[config.mk]
export PLATFORM = sky130hd
export DESIGN_NAME = tcs3502_poll_ctrl
export DESIGN_NICKNAME = d
export VERILOG_FILES = /design/src/rtl/tcs3502_poll_ctrl.sv
export SDC_FILE = /design/constraint.sdc
export NUM_CORES = 1
export LEC_CHECK = 0
export CORE_MARGIN = 5
export CORE_UTILIZATION = 48
export CTS_CLUSTER_SIZE = 20
export DETAILED_ROUTE_END_ITERATION = 10
export PLACE_DENSITY = 0.78
export SYNTH_ARGS = -nofsm -noshare
export SYNTH_HDL_FRONTEND = slang
export SYNTH_SLANG_ARGS = --single-unit
export TNS_END_PERCENT = 20
[constraint.sdc]
create_clock -name clk -period 2.18 [get_ports clk]
set_clock_uncertainty 0.15 [all_clocks]
set_input_delay 0.545 -clock clk [delete_from_list [all_inputs] [get_ports clk]]
set_output_delay 0.545 -clock clk [all_outputs]
set_load 0.02 [all_outputs]
[src/rtl/tcs3502_poll_ctrl.sv]
// tcs3502_poll_ctrl: sequences TCS3502 enable write and periodic 8-byte colour reads over a byte-level I2C master
module tcs3502_poll_ctrl #(
    parameter logic [6:0]  DEV_ADDR    = 7'h29,
    parameter logic [7:0]  REG_ENABLE  = 8'h00,
    parameter logic [7:0]  ENABLE_VAL  = 8'h03,
    parameter logic [7:0]  REG_DATA    = 8'h14,
    parameter int unsigned POLL_CYCLES = 1_000_000,
    parameter int unsigned MAX_RETRY   = 3
) (
    input  logic        clk,
    input  logic        rst,
    input  logic        start,
    output logic        i2c_cmd_valid,
    input  logic        i2c_cmd_ready,
    output logic        i2c_cmd_rw,
    output logic [6:0]  i2c_cmd_addr,
    output logic [7:0]  i2c_cmd_reg,
    output logic [7:0]  i2c_cmd_wdata,
    input  logic        i2c_rsp_valid,
    input  logic        i2c_rsp_nack,
    input  logic [7:0]  i2c_rsp_rdata,
    output logic [15:0] clear_data,
    output logic [15:0] red_data,
    output logic [15:0] green_data,
    output logic [15:0] blue_data,
    output logic        sample_valid,
    output logic        busy,
    output logic        error
);
    localparam int TW = $clog2(POLL_CYCLES);
    localparam int RW = $clog2(MAX_RETRY + 2);
    typedef enum logic [2:0] {
        S_IDLE, S_INIT_REQ, S_INIT_RSP, S_RD_REQ, S_RD_RSP, S_PUBLISH, S_WAIT, S_ERROR
    } state_t;
    state_t          state, state_nx;
    logic [2:0]      byte_idx;
    logic [RW-1:0]   retry_cnt;
    logic [TW-1:0]   timer;
    logic [7:0]      shadow [8];
    logic            req, rsp, hs, ack, nak, retry_ok;
    assign req      = state == S_INIT_REQ || state == S_RD_REQ;
    assign rsp      = state == S_INIT_RSP || state == S_RD_RSP;
    // a stop request withdraws an unaccepted command so nothing new reaches the bus
    assign i2c_cmd_valid = req && start;
    assign hs       = i2c_cmd_valid && i2c_cmd_ready;
    assign ack      = rsp && i2c_rsp_valid && !i2c_rsp_nack;
    assign nak      = rsp && i2c_rsp_valid && i2c_rsp_nack;
    assign retry_ok = retry_cnt < RW'(MAX_RETRY);
    assign i2c_cmd_rw    = state == S_RD_REQ;
    assign i2c_cmd_addr  = req ? DEV_ADDR : 7'd0;
    assign i2c_cmd_reg   = state == S_INIT_REQ ? REG_ENABLE :
                           state == S_RD_REQ   ? REG_DATA + {5'd0, byte_idx} : 8'd0;
    assign i2c_cmd_wdata = state == S_INIT_REQ ? ENABLE_VAL : 8'd0;
    assign busy  = state != S_IDLE && state != S_ERROR;
    assign error = state == S_ERROR;
    always_comb begin
        state_nx = state;
        case (state)
            S_IDLE:     state_nx = start ? S_INIT_REQ : S_IDLE;
            S_INIT_REQ: state_nx = !start ? S_IDLE : hs ? S_INIT_RSP : S_INIT_REQ;
            S_INIT_RSP: state_nx = !i2c_rsp_valid ? S_INIT_RSP :
                                   !start         ? S_IDLE :
                                   !i2c_rsp_nack  ? S_RD_REQ :
                                   retry_ok       ? S_INIT_REQ : S_ERROR;
            S_RD_REQ:   state_nx = !start ? S_IDLE : hs ? S_RD_RSP : S_RD_REQ;
            S_RD_RSP:   state_nx = !i2c_rsp_valid ? S_RD_RSP :
                                   !start         ? S_IDLE :
                                   !i2c_rsp_nack  ? (byte_idx == 3'd7 ? S_PUBLISH : S_RD_REQ) :
                                   retry_ok       ? S_RD_REQ : S_ERROR;
            S_PUBLISH:  state_nx = start ? S_WAIT : S_IDLE;
            S_WAIT:     state_nx = !start ? S_IDLE : timer == '0 ? S_RD_REQ : S_WAIT;
            S_ERROR:    state_nx = start ? S_ERROR : S_IDLE;
            default:    state_nx = S_IDLE;
        endcase
    end
    always_ff @(posedge clk) begin
        if (rst) begin
            state        <= S_IDLE;
            byte_idx     <= '0;
            retry_cnt    <= '0;
            timer        <= '0;
            sample_valid <= 1'b0;
            clear_data   <= '0;
            red_data     <= '0;
            green_data   <= '0;
            blue_data    <= '0;
            for (int i = 0; i < 8; i++) shadow[i] <= '0;
        end else begin
            state        <= state_nx;
            sample_valid <= state == S_PUBLISH;
            if (state == S_IDLE) begin
                byte_idx  <= '0;
                retry_cnt <= '0;
            end else if (ack) begin
                retry_cnt <= '0;
                byte_idx  <= state == S_RD_RSP ? byte_idx + 3'd1 : 3'd0;
            end else if (nak && retry_ok) begin
                retry_cnt <= retry_cnt + 1'b1;
            end
            if (ack && state == S_RD_RSP) shadow[byte_idx] <= i2c_rsp_rdata;
            // outputs change only here, so a partial burst never leaks out; byte_idx has wrapped to 0
            if (state == S_PUBLISH) begin
                clear_data <= {shadow[1], shadow[0]};
                red_data   <= {shadow[3], shadow[2]};
                green_data <= {shadow[5], shadow[4]};
                blue_data  <= {shadow[7], shadow[6]};
                timer      <= TW'(POLL_CYCLES - 1);
            end else if (state == S_WAIT && timer != '0) begin
                timer <= timer - 1'b1;
            end
        end
    end
endmodule
### Word level (Yosys, flattened, before mapping)

Memory sizes are Yosys's and may differ from the RTL's. A register that Yosys moved wholly into a read port is not among the register bits.
Index checks and enable logic that the tools add are counted.
Widths: inputs -> output; s select.

| word-level totals | value |
|---|---|
| bits in registers | 30 |
| memory bits (writable) | 64 |
| input bits | 14 |
| output and inout port bits | 92 |
| memories kept | 1 |

Memory list:

| memory | depth | width | rd ports | clocked after Yosys merged registers in | write ports | line | source |
|---|---|---|---|---|---|---|---|
| shadow | 8 | 8 | 8 | 8 | 8 | 39 | `logic [7:0] shadow [8];` |

| cells by class | value |
|---|---|
| $add $sub $neg | 4 |
| $lt $le $gt $ge | 1 |
| equal/unequal tests | 9 |
| mux-type cells | 34 |
| reduce and logical (&&, ||, !) cells | 21 |

Operators with widths:

| kind | count |
|---|---|
| $mux 3 | 17 |
| $mux 20 | 2 |
| $pmux 3 s8 | 1 |
| $logic_not 20->1 | 1 |
| $reduce_bool 20->1 | 1 |
| $sub 20x1->20 const B | 1 |
| $mux 6 | 3 |
| $eq 3x3->1 const B | 5 |
| $logic_and 1x1->1 | 9 |
| $mux 8 | 1 |
| $reduce_or 8->1 | 1 |
| $mux 1 | 7 |
| $add 3x1->3 const B | 2 |
| $add 5x3->6 const A | 1 |
| $eq 3x2->1 const B | 2 |
| $mux 2 | 3 |
| $reduce_or 2->1 | 2 |
| $eq 3x1->1 const B | 1 |
| $logic_not 3->1 | 1 |
| $lt 3x2->1 const B | 1 |
| $ne 3x3->1 const B | 1 |
| $reduce_bool 3->1 | 1 |
| $reduce_or 3->1 | 1 |
| $logic_or 1x1->1 | 2 |
| 2 further kinds | 2 |

### Longest topological paths before layout

Gate-level depths: netlist of the first run.

| depth | value |
|---|---|
| depth after elaboration | 10 |
| mapped depth | 8 |

### Least setup slack after synthesis of the first run

Ideal clock, no wire load.

| timing | value |
|---|---|
| path kind | in2reg |
| start point | in i2c_rsp_nack |
| end point | mem shadow[6][0] (enable) |
| library setup time | 0.310 ns |
| data arrival time | 1.841 ns |
| setup slack | -0.120 ns |
| cell stages on the path | 5 |
| path buffers | 0 |
| cells stage by stage | nand2b_1 nor4_2 nand2_1 nor3b_1 or2_2 |

RTL lines:

| what | line | source |
|---|---|---|
| start: declaration | 20 | `input logic i2c_rsp_nack,` |
| end: declaration | 39 |  |

### Worst setup path in the final report of the first run

| timing | value |
|---|---|
| start point | reg timer[12] |
| end point | reg timer[3] |

| between the ends | value |
|---|---|
| longest elaborated chain between the ends | 3 |

RTL lines:

| what | line | source |
|---|---|---|
| start: declaration | 38 | `logic [TW-1:0] timer;` |
| start signal: assignment | 107 | `timer <= TW'(POLL_CYCLES - 1);` |
| start signal: assignment | 109 | `timer <= timer - 1'b1;` |
| $reduce_bool 20->1 | 108 | `end else if (state == S_WAIT && timer != '0) begin` |
| $logic_and 1x1->1 | 108 |  |
| $reduce_bool 2->1 (no line) | -- |  |

No other way between the ends.
A chain may end at the register's enable or synchronous reset.

==> metrics.yaml, run 1 <==
antenna_found_initial: 0
cp_cell_sequence: "or4_4 > or3b_4 > buf_6 > o211ai_1 > xor2_1 > o21ai_1"
dpl_cell_area_um2: 7800
critical-path-slowest-cell: "or4_4"
leakage_nw: 3.12
arrival_ns: 2.38
whs_endpoint: "blue_data[7]$_SDFFE_PP0N_"
cts_num_sinks: 158
rsz0062_at_grt: "true"
hold_path_startpoint: "blue_data[7]$_SDFFE_PP0N_"
ios: 106
dieHeight_um: 127
violations: "setup timing"
max_slew.worst_pin.slew_ns: 0.488
hold_path_depth: 2
synth_top_area_frac: 0.293
final.fill_count: 1061
ys.flop_type: "dfxtp_1"
insertion_delay_ns: 0.41
grt_pass1_vias: 4848
grt_start_max_net_pins: 93
ys_seq_area_frac: 0.580
cp.buffers_inverters: 1
vias_per_cell: 5.21
syn2layout_area_growth_pct: 29.0
ant_nets: 0
synthArstFlopShare: 0
crit_family: "simple AND/OR/NAND/NOR gates"
cp-start-kind: "flop"
synth_top_cell_by_area: "edfxtp_1"
clock_path_buffers: 2
dr.pass1.iters: 6
drc: 0
first_iter_violations: 375
crit_fanout: 5
yosys-top-cells-area: "edfxtp_1 29%, dfxtp_1 29%, nand2_1 8.0%"
synth_warnings: 0
rr_endpoint: "timer[3]$_SDFFE_PP0P_"
numCtsBuffers: 17
powerDensity_nw_per_um2: 740
gp_congestion: 0.853
min_period_over_period: 1.03
rr_worst_depth: 6
track_usage: 0.183
fmax_mhz: 446
slew_headroom: 0.666
reg2reg_slack_ns: -0.06
setup_viol: 9
finalHoldWorstSlack_ns: 0.303
clock-root-buffer: "clkbuf_16"
drive_gt1_frac: 0.159
finalHoldViolCount: 0
max-cap-violations: 0
synth-edff-count: 64
final_cell_area_um2: 8450
end_kind: "flop"
fin_crit_ns: 2.24
row_count: 42
final_core_util: 0.636
path_class: "reg2reg"
cts_tree: "built"
ir_drop_v: 0.000466
coreArea_um2: 13300
synth_cells: 658
ctsHtreeMaxLevel: 4
die_x_um: 127
grt-ovfl-total: 0
wl_per_cell_um: 15.6
syn_area_um2: 6550
path_clk_slew_ns: 0.06
max_stage_delay_ns: 0.55
ys_ff_latch: 158
worstReg2RegStart: "timer[12]$_SDFFE_PP0P_"
required_ns: 2.32
grt_pass1_wl_um: 23800
syn_area_per_cell_um2: 9.96
portBuffers: 92
diodes: 0
drt-total-wl_um: 15000
min-delay-path-class: "reg2reg"
slew_viol_final: 0
start_util: 0.493
path_depth: 6
setup_slack_ns: -0.0609
tns_ns: -0.192
synth_cell_types: 62
nets: 793
status: "finished with violations"
die_area_um2: 16100
hpwl_um: 10300
vias: 5023
==> logic make-up (layout without fill, tap and decap cells) <==
logic type                 Yosys count  in the layout  synth area share
and+or+nand+nor                    303            303             0.234
xor gates and xnor gates            16             16            0.0214
other                                1             13          0.000572
AOI/OAI and AO/OA                  117            117             0.109
muxes                                1              1           0.00153
buffers and inverters               57            175            0.0443
DFF                                158            158             0.580
adders and majority gates            5              5           0.00917
==> how the worst max path moves through the flow <==
stage                                       endpoint                   start  slack [ns]
after floorplan                       i2c_cmd_reg[2]     state[0]$_SDFF_PP0_       -0.09
after global placement    shadow[6][5]$_SDFFCE_PN0P_            i2c_rsp_nack       -0.31
after detailed placement  shadow[0][3]$_SDFFCE_PN0P_            i2c_rsp_nack       -0.35
after CTS                      timer[3]$_SDFFE_PP0P_  timer[14]$_SDFFE_PP0P_       -0.09
after global routing           timer[3]$_SDFFE_PP0P_  timer[12]$_SDFFE_PP0P_        -0.1
final                          timer[3]$_SDFFE_PP0P_  timer[12]$_SDFFE_PP0P_       -0.06
==> what timing repair did <==
action / in CTS / in global routing
gates cloned: 0 / 0
hold buffers: 0 / 0
resized for setup: 40 / 26
setup buffers: 0 / 5
endpoints found under the setup margin: 25 / 91
pin swaps: 7 / 6
==> registers in the layout, indices dropped and copies added, names as in the netlist, 3 cells and up <==
signal and count:
shadow 64, timer 20, blue_data 16, clear_data 16, green_data 16, red_data 16, byte_idx 3, retry_cnt 3
state 3
==> layout by cell type, fill, tap and decap left out, types with 3 or more instances in the layout <==
| master | count |
|---|---|
| and3_1 | 4 |
| clkbuf_16 | 17 |
| clkdlybuf4s50_1 | 77 |
| o21ai_1 | 5 |
| o211ai_1 | 5 |
| nor3b_2 | 3 |
| buf_4 | 39 |
| nor3_1 | 8 |
| xor2_1 | 7 |
| o21ai_0 | 5 |
| or4_1 | 4 |
| or2_2 | 5 |
| or4_4 | 3 |
| nand2b_1 | 7 |
| ha_1 | 4 |
| dfxtp_1 | 91 |
| nor2b_1 | 4 |
| inv_1 | 6 |
| buf_2 | 9 |
| conb_1 | 13 |
| clkbuf_8 | 3 |
| nand3_1 | 3 |
| dlygate4sd2_1 | 5 |
| nor4_1 | 3 |
| dfxtp_2 | 3 |
| nor2_1 | 28 |
| xnor2_1 | 8 |
| edfxtp_1 | 64 |
| a21oi_1 | 76 |
| and2_1 | 68 |
| nand2_1 | 138 |
| buf_6 | 4 |
| clkinv_2 | 3 |
| nor3_2 | 3 |
| or2_4 | 4 |
==> where the power goes <==
group | switching (mW) | total [mW] | leakage (nW) | internal, mW
Combinational | 0.153 | 0.227 | 1.41 | 0.0746
Sequential | 0.0180 | 3.13 | 1.42 | 3.11
Clock | 1.12 | 2.90 | 0.288 | 1.77
==> final cells by class <==
cell class | instances | area (µm²) | share of cell area
flip-flops and latches | 158 | 3810 | 0.450
clock buffers | 22 | 474 | 0.0561
repair buffers | 137 | 1250 | 0.148
clock inverters | 10 | 113 | 0.0133
multi-input cells | 455 | 2570 | 0.304
well taps | 176 | 220 | 0.0261
inverters | 6 | 22.5 | 0.00266
==> stage by stage <==
step	power [mW]	instances	setup slack (ns)
6_report	6.25	964	-0.0609
5_1_grt	6.44	964	-0.0994
4_1_cts	6.28	959	-0.0857
3_5_place_dp	3.42	927	-0.354
3_3_place_gp	3.42	927	-0.315
2_1_floorplan	3.33	670	-0.0874
==> synth_stat cells, types with 7 or more instances <==
cell type / number
a21oi_1: 76
nand2b_1: 7
buf_4: 17
or2_2: 9
nand2_1: 139
o21ai_0: 8
nor2_1: 29
nor3_1: 10
xnor2_1: 9
and2_1: 69
clkbuf_1: 26
xor2_1: 7
dfxtp_1: 94
edfxtp_1: 64
==> routing by layer <==
layer  vias to the layer above  global-route usage  wire, µm
met4                         0              0.0612       153
met3                        14              0.0408       902
met2                       164               0.295      7370
met5                         -                   0         0
met1                      2399               0.245      6620
li1                       2446                   -         -
==> worst min-delay path, cell delays in order, from the launching register on <==
cell and delay, ns:
dfxtp_1 0.31, nand2_1 0.05, a21oi_1 0.05
(Power assumes the default switching activity.)
==> run 2, diff against run 1 <==
--- a/config.mk
+++ b/config.mk
@@ -6,5 +6,5 @@
 export NUM_CORES = 1
 export LEC_CHECK = 0
-export CORE_MARGIN = 5
+export CORE_MARGIN = 2
 export CORE_UTILIZATION = 48
 export CTS_CLUSTER_SIZE = 20
==> constraint.sdc (replaced) <==
create_clock -name clk -period 2.18 [get_ports clk]
set_clock_uncertainty 0.15 [all_clocks]
set_input_delay 0.218 -clock clk [delete_from_list [all_inputs] [get_ports clk]]
set_output_delay 0.218 -clock clk [all_outputs]
set_load 0.02 [all_outputs]
==> run 2 against run 1 <==
Against the previous run:
- the flow still finishes with violations (setup timing)
- setup slack improved by 0.0088 ns
- final cell count rose by 0.62%
- critical path depth did not move
- first-iteration DRC count fell by 12%
- maximum frequency rose by 0.39%
- register-to-register slack barely moved
- cell area rose by 1.1%
- routed wire length rose by 0.46%
- non-clock buffer count rose by 6
- die area fell by 9.2%
- combinational power rose by 2%
- highest routed layer unchanged
==> metrics.yaml, run 2 (synthesis gave the netlist of run 1 again) <==
setup_slack_ns: -0.0521  # +0.00876 ns
required_ns: 2.29  # -0.03 ns
drive_gt1_frac: 0.166  # +0.00762
cts_num_sinks: 158  # unchanged
fin_crit_ns: 2.23  # -0.00876 ns
reg_top3: "shadow (64), timer (20)"
reg2reg_slack_ns: -0.05  # about the same
final_core_util: 0.643  # +0.00678
slew_headroom: 0.553  # -0.113
hold_path_depth: 2  # unchanged
violations: "setup timing"
powerDensity_nw_per_um2: 735  # -0.61%
worstReg2RegStart: "timer[15]$_SDFFE_PP0P_"
setup_viol: 8  # -1
hpwl_um: 10200  # -0.68%
max_slew.worst_pin.slew_ns: 0.670  # +0.182 ns
final_cell_area_um2: 8540  # +1.1%
track_usage: 0.213  # +0.0297
path_clk_slew_ns: 0.06  # about the same
final_cells: 970  # +0.62%
end_kind: "flop"
min-delay-path-class: "reg2reg"
portBuffers: 92  # unchanged
finalPower_mw: 6.28  # +0.45%
ctsHtreeMaxLevel: 4  # unchanged
syn2layout_area_growth_pct: 30.4
whs_endpoint: "clear_data[6]$_SDFFE_PP0N_"
tns_ns: -0.171  # +0.0207 ns
gp_congestion: 0.864  # +1.3%
layout_common_cells: "138 x nand2_1, 87 x dfxtp_1, 80 x clkdlybuf4s50_1"
grt-ovfl-total: 0  # unchanged
finalHoldViolCount: 0  # unchanged
wl_per_cell_um: 15.6  # -0.16%
die_area_um2: 14600  # -9.2%
ir_drop_v: 0.000533  # +15%
dp_cells: 934  # +0.76%
arrival_ns: 2.35  # -0.03 ns
drt-total-wl_um: 15100  # +0.46%
mostFrequentLayoutCell: "nand2_1"
first_iter_violations: 330  # -12%
dp_slack_ns: -0.0725  # +0.282 ns
clock-root-buffer: "clkbuf_16"
numCtsBuffers: 17  # unchanged
slew_viol_final: 0  # unchanged
hold_path_startpoint: "clear_data[6]$_SDFFE_PP0N_"
largest_reg_flops: 64  # unchanged
dr.pass1.iters: 5  # -1
antenna_found_initial: 0  # unchanged
cp-start-kind: "flop"
crit_fanout: 6  # +1
max-cap-violations: 0  # unchanged
vias: 5010  # -0.26%
min_period_over_period: 1.02  # -0.00402
path_class: "reg2reg"
status: "finished with violations"
clock_path_buffers: 2  # unchanged
drc: 0  # unchanged
grt_start_max_net_pins: 64  # -31%
grt_pass1_wl_um: 24400  # +2.5%
start_util: 0.493  # unchanged
ios: 106  # unchanged
vias_per_cell: 5.16  # -0.88%
die_x_um: 121  # -4.7%
rr_worst_depth: 6  # unchanged
insertion_delay_ns: 0.42  # about the same
grt_pass1_vias: 4940  # +1.9%
largest_register: "shadow"
row_count: 42  # unchanged
coreArea_um2: 13300  # unchanged
cts_tree: "built"
ant_nets: 0  # unchanged
fmax_mhz: 448  # +0.39%
nets: 799  # +0.76%
rsz0062_at_grt: "true"
leakage_nw: 3.20  # +2.7%
dieHeight_um: 121  # -4.7%
dpl_cell_area_um2: 7840  # +0.51%
diodes: 0  # unchanged
finalHoldWorstSlack_ns: 0.302  # -0.00178 ns
rr_endpoint: "timer[14]$_SDFFE_PP0P_"
[run 2: where the power goes]
group / internal, mW / switching [mW]
Sequential: 3.11 / 0.0157
Clock: 1.79 / 1.14
Combinational: 0.0778 / 0.154
[run 2: routing by layer]
metal | vias up | wire, µm | global-route usage | share of wire
met5 | - | 0 | 0 | 0
met4 | 0 | 216 | 0.0763 | 0.014
li1 | 2465 | - | - | -
met3 | 20 | 792 | 0.0462 | 0.052
met2 | 171 | 7360 | 0.348 | 0.49
met1 | 2354 | 6750 | 0.278 | 0.45
[run 2: what timing repair did]
action | 4_1_cts | 5_1_grt
endpoints found under the setup margin | 25 | 37
resized for setup | 19 | 24
setup buffers | 2 | 2
pin swaps | 9 | 5
hold buffers | 0 | 0
[run 2: worst max path at each step]
stage / end / startpoint / slack (ns) / cells past startpoint
after floorplan: shadow[0][0]$_SDFFCE_PN0P_ / state[1]$_SDFF_PP0_ / 0.006 / 6
after global placement: shadow[0][1]$_SDFFCE_PN0P_ / i2c_rsp_nack / 0.008 / 7
after detailed placement: timer[2]$_SDFFE_PP0P_ / timer[15]$_SDFFE_PP0P_ / -0.07 / 6
after CTS: timer[14]$_SDFFE_PP0P_ / timer[15]$_SDFFE_PP0P_ / -0.05 / 6
after global routing: timer[19]$_SDFFE_PP0P_ / timer[15]$_SDFFE_PP0P_ / -0.09 / 5
final: timer[14]$_SDFFE_PP0P_ / timer[15]$_SDFFE_PP0P_ / -0.05 / 6
[run 2: cell type report]
| type | count | area [µm²] |
|---|---|---|
| clock buffers | 20 | 437 |
| well taps | 176 | 220 |
| fillers | 1033 | 4750 |
| clock inverters | 12 | 145 |
| repair buffers | 143 | 1320 |
| inverters | 6 | 22.5 |
| flip-flops and latches | 158 | 3810 |
| multi-input cells | 455 | 2580 |
[run 2: worst max-delay path, stage by stage, from the launching register on]
cell and delay (ns):
dfxtp_2 0.33, or4_4 0.54, or3b_4 0.44, buf_4 0.16, and4_2 0.20, xnor2_1 0.14
o21ai_0 0.11
